--- src/rtl/axi4_full_master.sv ---
// Single-outstanding AXI4 burst initiator: one command becomes AW/W/B or AR/R, then a done pulse.
// Defining AXI4_FULL_MASTER_ID_CHECK_EN adds bid/rid/rlast checking and a sticky id_error output.
module axi4_full_master #(
  parameter int G_ADDR_WIDTH = 6,
  parameter int G_DATA_WIDTH = 32,
  parameter int G_ID_WIDTH   = 2,
  parameter int G_ID         = 0
) (
  input  logic                    clock,
  input  logic                    reset,
  input  logic                    cmd_valid,
  output logic                    cmd_ready,
  input  logic                    cmd_write,
  input  logic [G_ADDR_WIDTH-1:0] cmd_addr,
  input  logic [7:0]              cmd_len,
  input  logic                    wr_valid,
  output logic                    wr_ready,
  input  logic [G_DATA_WIDTH-1:0] wr_data,
  output logic                    rd_valid,
  input  logic                    rd_ready,
  output logic [G_DATA_WIDTH-1:0] rd_data,
  output logic                    done,
  output logic [1:0]              done_resp,
`ifdef AXI4_FULL_MASTER_ID_CHECK_EN
  output logic                    id_error,
`endif
  output logic [2:0]              dbg_state,
  output logic                    m_awvalid,
  input  logic                    m_awready,
  output logic [G_ID_WIDTH-1:0]   m_awid,
  output logic [G_ADDR_WIDTH-1:0] m_awaddr,
  output logic [7:0]              m_awlen,
  output logic [2:0]              m_awsize,
  output logic [1:0]              m_awburst,
  output logic [1:0]              m_awlock,
  output logic [3:0]              m_awcache,
  output logic [2:0]              m_awprot,
  output logic [3:0]              m_awqos,
  output logic                    m_wvalid,
  input  logic                    m_wready,
  output logic [G_ID_WIDTH-1:0]   m_wid,
  output logic [G_DATA_WIDTH-1:0] m_wdata,
  output logic [3:0]              m_wstrb,
  output logic                    m_wlast,
  input  logic                    m_bvalid,
  output logic                    m_bready,
  input  logic [G_ID_WIDTH-1:0]   m_bid,
  input  logic [1:0]              m_bresp,
  output logic                    m_arvalid,
  input  logic                    m_arready,
  output logic [G_ID_WIDTH-1:0]   m_arid,
  output logic [G_ADDR_WIDTH-1:0] m_araddr,
  output logic [7:0]              m_arlen,
  output logic [2:0]              m_arsize,
  output logic [1:0]              m_arburst,
  output logic [1:0]              m_arlock,
  output logic [3:0]              m_arcache,
  output logic [2:0]              m_arprot,
  output logic [3:0]              m_arqos,
  input  logic                    m_rvalid,
  output logic                    m_rready,
  input  logic [G_ID_WIDTH-1:0]   m_rid,
  input  logic [G_DATA_WIDTH-1:0] m_rdata,
  input  logic [1:0]              m_rresp,
  input  logic                    m_rlast
);
  // Handshake rule on every port: a transfer occurs at a posedge where valid && ready;
  // valid never waits on ready, and address/len/data hold until that transfer.
  typedef enum logic [2:0] {S_IDLE, S_AW, S_W, S_B, S_AR, S_R} state_t;

  localparam logic [G_ID_WIDTH-1:0] C_ID   = G_ID_WIDTH'(G_ID);
  localparam logic [2:0]            C_SIZE = 3'($clog2(G_DATA_WIDTH / 8));

  state_t                  state_q, state_d;
  logic [G_ADDR_WIDTH-1:0] addr_q, addr_d;
  logic [7:0]              len_q, len_d, count_q, count_d;
  logic [1:0]              resp_q, resp_d;
  logic                    done_q, done_d;
  logic [1:0]              done_resp_q, done_resp_d;
  logic [1:0]              r_acc, b_resp;

  assign m_awid = C_ID;  assign m_arid = C_ID;  assign m_wid = C_ID;
  assign m_awaddr = addr_q;  assign m_araddr = addr_q;
  assign m_awlen = len_q;    assign m_arlen = len_q;
  assign m_awsize = C_SIZE;  assign m_arsize = C_SIZE;
  assign m_awburst = 2'b01;  assign m_arburst = 2'b01;
  assign m_awlock = '0;  assign m_awcache = '0;  assign m_awprot = '0;  assign m_awqos = '0;
  assign m_arlock = '0;  assign m_arcache = '0;  assign m_arprot = '0;  assign m_arqos = '0;
  assign m_wstrb = 4'hF;
  assign m_wdata = wr_data;
  assign rd_data = m_rdata;
  assign done = done_q;
  assign done_resp = done_resp_q;
  assign dbg_state = state_q;

  always_comb begin
    r_acc  = (m_rresp > resp_q) ? m_rresp : resp_q;
    b_resp = m_bresp;
`ifdef AXI4_FULL_MASTER_ID_CHECK_EN
    if (m_rid != C_ID) r_acc = 2'b10;
    if (m_bid != C_ID) b_resp = 2'b10;
`endif
  end

  always_comb begin
    state_d = state_q;  addr_d = addr_q;  len_d = len_q;
    count_d = count_q;  resp_d = resp_q;
    done_d = 1'b0;  done_resp_d = 2'b00;
    cmd_ready = 1'b0;  m_awvalid = 1'b0;  m_arvalid = 1'b0;
    m_wvalid = 1'b0;  wr_ready = 1'b0;  m_wlast = 1'b0;
    m_bready = 1'b0;  m_rready = 1'b0;  rd_valid = 1'b0;
    case (state_q)
      S_IDLE: begin
        cmd_ready = !reset;
        if (cmd_valid) begin
          addr_d = cmd_addr;  len_d = cmd_len;
          count_d = 8'd0;  resp_d = 2'b00;
          state_d = cmd_write ? S_AW : S_AR;
        end
      end
      S_AW: begin
        m_awvalid = 1'b1;
        if (m_awready) state_d = S_W;
      end
      S_W: begin
        m_wvalid = wr_valid;
        wr_ready = m_wready;
        m_wlast  = (count_q == len_q);
        if (wr_valid && m_wready) begin
          count_d = count_q + 8'd1;
          if (count_q == len_q) state_d = S_B;
        end
      end
      S_B: begin
        m_bready = 1'b1;
        if (m_bvalid) begin
          done_d = 1'b1;  done_resp_d = b_resp;  state_d = S_IDLE;
        end
      end
      S_AR: begin
        m_arvalid = 1'b1;
        if (m_arready) state_d = S_R;
      end
      S_R: begin
        m_rready = rd_ready;
        rd_valid = m_rvalid;
        // End of burst comes from our own beat count; rlast is not trusted here.
        if (m_rvalid && rd_ready) begin
          resp_d  = r_acc;
          count_d = count_q + 8'd1;
          if (count_q == len_q) begin
            done_d = 1'b1;  done_resp_d = r_acc;  state_d = S_IDLE;
          end
        end
      end
      default: state_d = S_IDLE;
    endcase
  end

  always_ff @(posedge clock or posedge reset) begin
    if (reset) begin
      state_q <= S_IDLE;  addr_q <= '0;  len_q <= '0;
      count_q <= '0;  resp_q <= '0;  done_q <= 1'b0;  done_resp_q <= '0;
    end else begin
      state_q <= state_d;  addr_q <= addr_d;  len_q <= len_d;
      count_q <= count_d;  resp_q <= resp_d;  done_q <= done_d;  done_resp_q <= done_resp_d;
    end
  end

`ifdef AXI4_FULL_MASTER_ID_CHECK_EN
  logic id_error_q, id_err_set;
  assign id_err_set =
    ((state_q == S_B) && m_bvalid && (m_bid != C_ID)) ||
    ((state_q == S_R) && m_rvalid && rd_ready &&
     ((m_rid != C_ID) || ((count_q == len_q) && !m_rlast)));
  assign id_error = id_error_q;

  always_ff @(posedge clock or posedge reset) begin
    if (reset) id_error_q <= 1'b0;
    else       id_error_q <= id_error_q | id_err_set;
  end
`else
  logic unused_id_in;
  assign unused_id_in = ^{m_bid, m_rid, m_rlast};
`endif
endmodule

--- config.mk ---
export PLATFORM = sky130hd
export DESIGN_NAME = axi4_full_master
export DESIGN_NICKNAME = d
export VERILOG_FILES = /design/src/rtl/axi4_full_master.sv
export SDC_FILE = /design/constraint.sdc
export NUM_CORES = 1
export LEC_CHECK = 0
export BUFFER_PORTS_ARGS = -buffer_cell sky130_fd_sc_hd__buf_2
export CAP_MARGIN = 20
export CORE_AREA = 2 2 96 98
export CTS_BUF_LIST = sky130_fd_sc_hd__clkbuf_2
export DETAILED_ROUTE_END_ITERATION = 8
export DIE_AREA = 0 0 98 100
export PLACE_DENSITY = 0.67
export SLEW_MARGIN = 20
export SYNTH_ARGS = -nofsm -noshare
export SYNTH_HDL_FRONTEND = slang
export SYNTH_SLANG_ARGS = --single-unit
--- constraint.sdc ---
create_clock -name clock -period 3.13 [get_ports clock]
set_clock_uncertainty 0.2 [all_clocks]
set_input_delay 0 -clock clock [delete_from_list [all_inputs] [get_ports clock]]
set_output_delay 0 -clock clock [all_outputs]
set_load 0.03 [all_outputs]
# Yosys cells after proc, flatten, opt, wreduce, memory -nomap -nowiden
# Index checks and enable logic that the tools add are counted.
# totals
reg_bits	30
input_bits	98
output_inout_bits	153
elab_cells	68
# classes
n_addsub	1
order_cmp	1
eq_ne	14
n_mux	35
reduce_logical	10
# op_table
cell	n
2-to-1 mux 3 bit	9
2-to-1 mux 8 bit	3
case mux 8 bit (3 select lines)	1
case mux 3 bit (6 select lines)	1
inequality test 2 bit (second input constant)	8
2-to-1 mux 1 bit	12
2-to-1 mux 2 bit	6
adder 8 x 1 -> 8 bit (second input constant)	1
== test 8 bit	1
case mux 2 bit (2 select lines)	2
AND reduction 8 bit	1
== test 3 x 2 -> 1 bit (second input constant)	2
== test 3 bit (second input constant)	2
AND reduction 4 bit	1
== test 3 x 1 -> 1 bit (second input constant)	1
zero test 3 bit	1
AND reduction 3 bit	1
nonzero test 3 bit	1
> comparator 2 bit	1
logical AND 1 bit	2
case mux 1 bit (2 select lines)	1
AND reduction 2 bit	1
nonzero test 2 bit	1
zero test 1 bit	1

# Longest topological paths before layout
# depth
depth_word	5
ltp_mapped	6
depth_no_buf	6

# Worst setup path before layout
# OpenSTA, ideal clock, no wires.
# synth_timing
path_kind	reg2reg
startpoint	reg state_q[2], in the netlist dbg_state[2]
endpoint	reg addr_q[0], in the netlist m_araddr[0]
setup_time_ps	128
arrival_time_ps	1653
required_ps	2802
setup_slack_ps	1150
stages_incl_launch_ff	5
n_path_buf	2
period_less_slack_ps	1980
path_cell_list	dfrtp_1 -> buf_2 -> nor4b_2 -> buf_2 -> mux2_1
# synth_between
elab_chain_cells	2
# synth_lines
element	line_no	text
start: declaration	74	state_t state_q, state_d;
start signal: assignment	165	state_q <= state_d; addr_q <= addr_d; len_q <= len_d;
zero test 3 bit	112	case (state_q)
AND reduction 2 bit (no source line)	-	
end signal: assignment	165	
end: declaration	75	logic [G_ADDR_WIDTH-1:0] addr_q, addr_d;
# No other way between the ends.
# A chain may end at the register's enable or synchronous reset.

# Worst setup path in the final report
# layout_timing
startpoint	reg count_q[5]
endpoint	reg state_q[0], in the netlist dbg_state[0]
# layout_between
elab_chain_cells	3
word_cells_on_any_way	4
classes_between	3 x eq/ne; 1 x reduce/logical
# layout_lines
element	line_no	text
start: declaration	76	logic [7:0] len_q, len_d, count_q, count_d;
start signal: assignment	166	count_q <= count_d; resp_q <= resp_d; done_q <= done_d; done_resp_q <= done_resp_d;
== test 8 bit (*)	131, 151	
inequality test 2 bit (no source line)	-	
AND reduction 8 bit (no source line) (*)	-	
# Mark *: on every way between the ends. The rest lies on a longest branch, timed or not.

==> out/metrics.cfg <==
[synth]
yosysMostFrequentCell=buf_4
synth_cell_types=43
synth-edff-count=0
synth_top_area_frac=0.367
syn_inst=282
yosys_warnings=0
synth_flop_cell=dfrtp_1
netlist_top_cells_area=buf_4, dfrtp_1, mux2_1
synth.avg_cell_area_um2=9.06
syn-cell-area_um2=2560
synthArstFlopShare=1.00
yosysSeqAreaShare=0.294
ys_seq_elements=30
synth_top_area_cell=buf_4
synthTopCellsByCount=buf_4, dfrtp_1, nand2_1, nor2_1, mux2_1

[global_routing]
grt_pass1_wl_mm=8.68
globalRouteOverflowTotal=0
track_usage=0.111
grt_max_degree=31
antenna_found_initial=1
first_global_vias=1829

[sta]
finalHoldWorstSlack_ns=0.0512
slew_violations=0
setup_violations=0
clock.fmax_mhz=340
timing.final.crit_share=0.939
finalSetupTns_ns=0
finalCriticalPeriod_ns=2.94
worst_pin_slew_ns=0.540
slew_headroom=0.640
hold_violations=0
rsz0062_at_grt=no

[clock_network]
cts_tree=yes
clockBufferDepth=2
root_buffer=clkbuf_2
clock_latency_ns=0.38
clkTransAtPathRegs_ns=0.19
numCtsBuffers=5
cts.htree.levels=2
cts.sinks=30
cts_resized=0

[worst_setup_path]
worstPathArrival_ns=3.06
required_ns=3.25
cpLargestDelayFamily=buffers and inverters
crit_slowest_cell=dlygate4sd3_1
crit_fanout=7
start_kind=flop
cp_common_cell=dlygate4sd3_1
path_class=flop to flop
path_cells=xor2_1 -> nor4_2 -> nand2_2 -> o31a_1 -> dlygate4sd3_1 -> a31oi_1 -> dlygate4sd3_1
endpoint_kind=flop
path_buf_inv=2
critical-path-max-stage-delay_ns=0.56

[routing]
dr_total_vias=2082
drt-wirelength-per-cell_um=12.3
totalWireLength_mm=6.00
first_pass_iters=5
ant_nets=0
dr.first_iter.drc_count=54
via_per_inst=4.27
route.detailed.drc=0

[power]
irDropWorstVdd_mv=0.301
power_density_nw_per_um2=781
total_power_mw=2.62
power_leakage_nw=1.66

[final_layout]
area_growth_pct=31.5
fin_nets=477
design_area_um2=3360
drive_above_1_share=0.239
fin_cells=488

[placement]
place_area_um2=2280
place_congestion=0.816
dp_hpwl_mm=3.46
io_buffers=71
dp_cells=380

[die]
start_util=0.288
die_area_um2=9800
die_width_um=98
design.core.area_um2=8890
rows=35
die_h_um=100
pin_count=251

[flow_run]
cap_violations=0

[min_path]
hp-class=input pin to flop

[run_status]
outcome=finished clean

==> logic make-up after synthesis <==
group,Yosys count,synth area share
xor+xnor,14,0.0480
mux,15,0.0656
buf+inv,137,0.386
simple gates,54,0.115
fa+ha+maj,4,0.0196
other cells,2,0.00294
flops,30,0.294
compound gates,26,0.0690
==> routing by layer <==
metal | vias to the layer above | global-route usage | part of all wire
met5 | - | 0 | 0
met3 | 11 | 0.0167 | 0.069
met4 | 0 | 0.0588 | 0.024
met1 | 987 | 0.117 | 0.35
li1 | 945 | - | -
met2 | 139 | 0.211 | 0.56
==> worst paths after layout <==
path / startpoint / to / slack, ns / cells after the start
worst min register to register: m_araddr[3] / m_araddr[3] / 0.33 / 1
worst min-delay path: cmd_valid / count_q[6] / 0.05 / 4
worst max-delay path: count_q[5] / dbg_state[0] / 0.19 / 7
max in group asynchronous: reset / m_araddr[3] / 2.35 / 4
min in group asynchronous: reset / dbg_state[1] / 0.07 / 4
worst max register to register: count_q[5] / dbg_state[0] / 0.19 / 7
==> through the flow <==
step                      setup slack [ns]  utilization
after CTS                            0.179        0.378
after detailed placement             0.938        0.256
final                                0.192        0.378
after global routing                0.0534        0.378
after global placement               0.988        0.256
after floorplan                       1.15            -
==> state kept, by name, summed over array words and instances (netlist names) <==
register	cells
count_q	8
m_arlen	8
m_araddr	6
dbg_state	3
done_resp	2
resp_q	2
done	1
==> what timing repair did <==
item                                   in CTS  in global routing
endpoints found under the hold margin     118                  0
hold buffers                               99                  0
setup buffers                               0                  0
setup endpoints to repair                   0                  0
==> tightest hold or removal path, stage by stage <==
cell and delay (ns):
buf_2 0.13, nor4b_4 0.13, buf_4 0.22, nor2_1 0.12
==> area by class of cell <==
class                      count  area, µm²
antenna                        1       2.50
clock buffer                   5       25.0
clock inverter                 3       63.8
fill                         884       5530
inverter                       7       26.3
multi-input combinational    159        992
sequential                    30        751
tap                          111        139
timing repair buffer         172       1360
==> power by group <==
part,switching (mW),internal [mW],total [mW],leakage (nW)
Combinational,1.00,0.522,1.53,1.23
Clock,0.149,0.213,0.362,0.0506
Sequential,0.208,0.528,0.736,0.381
Total,1.36,1.26,2.62,1.66
==> cell usage in the layout, fill, tap and decap left out, drive strengths merged, types with 2 or more instances in the layout <==
master / instances
a211oi: 2
a21oi: 9
and3: 5
buf: 73
bufinv: 2
clkbuf: 5
conb: 46
dfrtp: 30
dlygate4sd3: 99
ha: 4
inv: 7
mux2: 14
nand2: 16
nand3: 2
nand3b: 2
nand4: 3
nor2: 15
nor2b: 3
nor4: 3
o21ai: 3
o22ai: 2
o31ai: 3
xnor2: 6
xor2: 8
(Power assumes the default switching activity.)
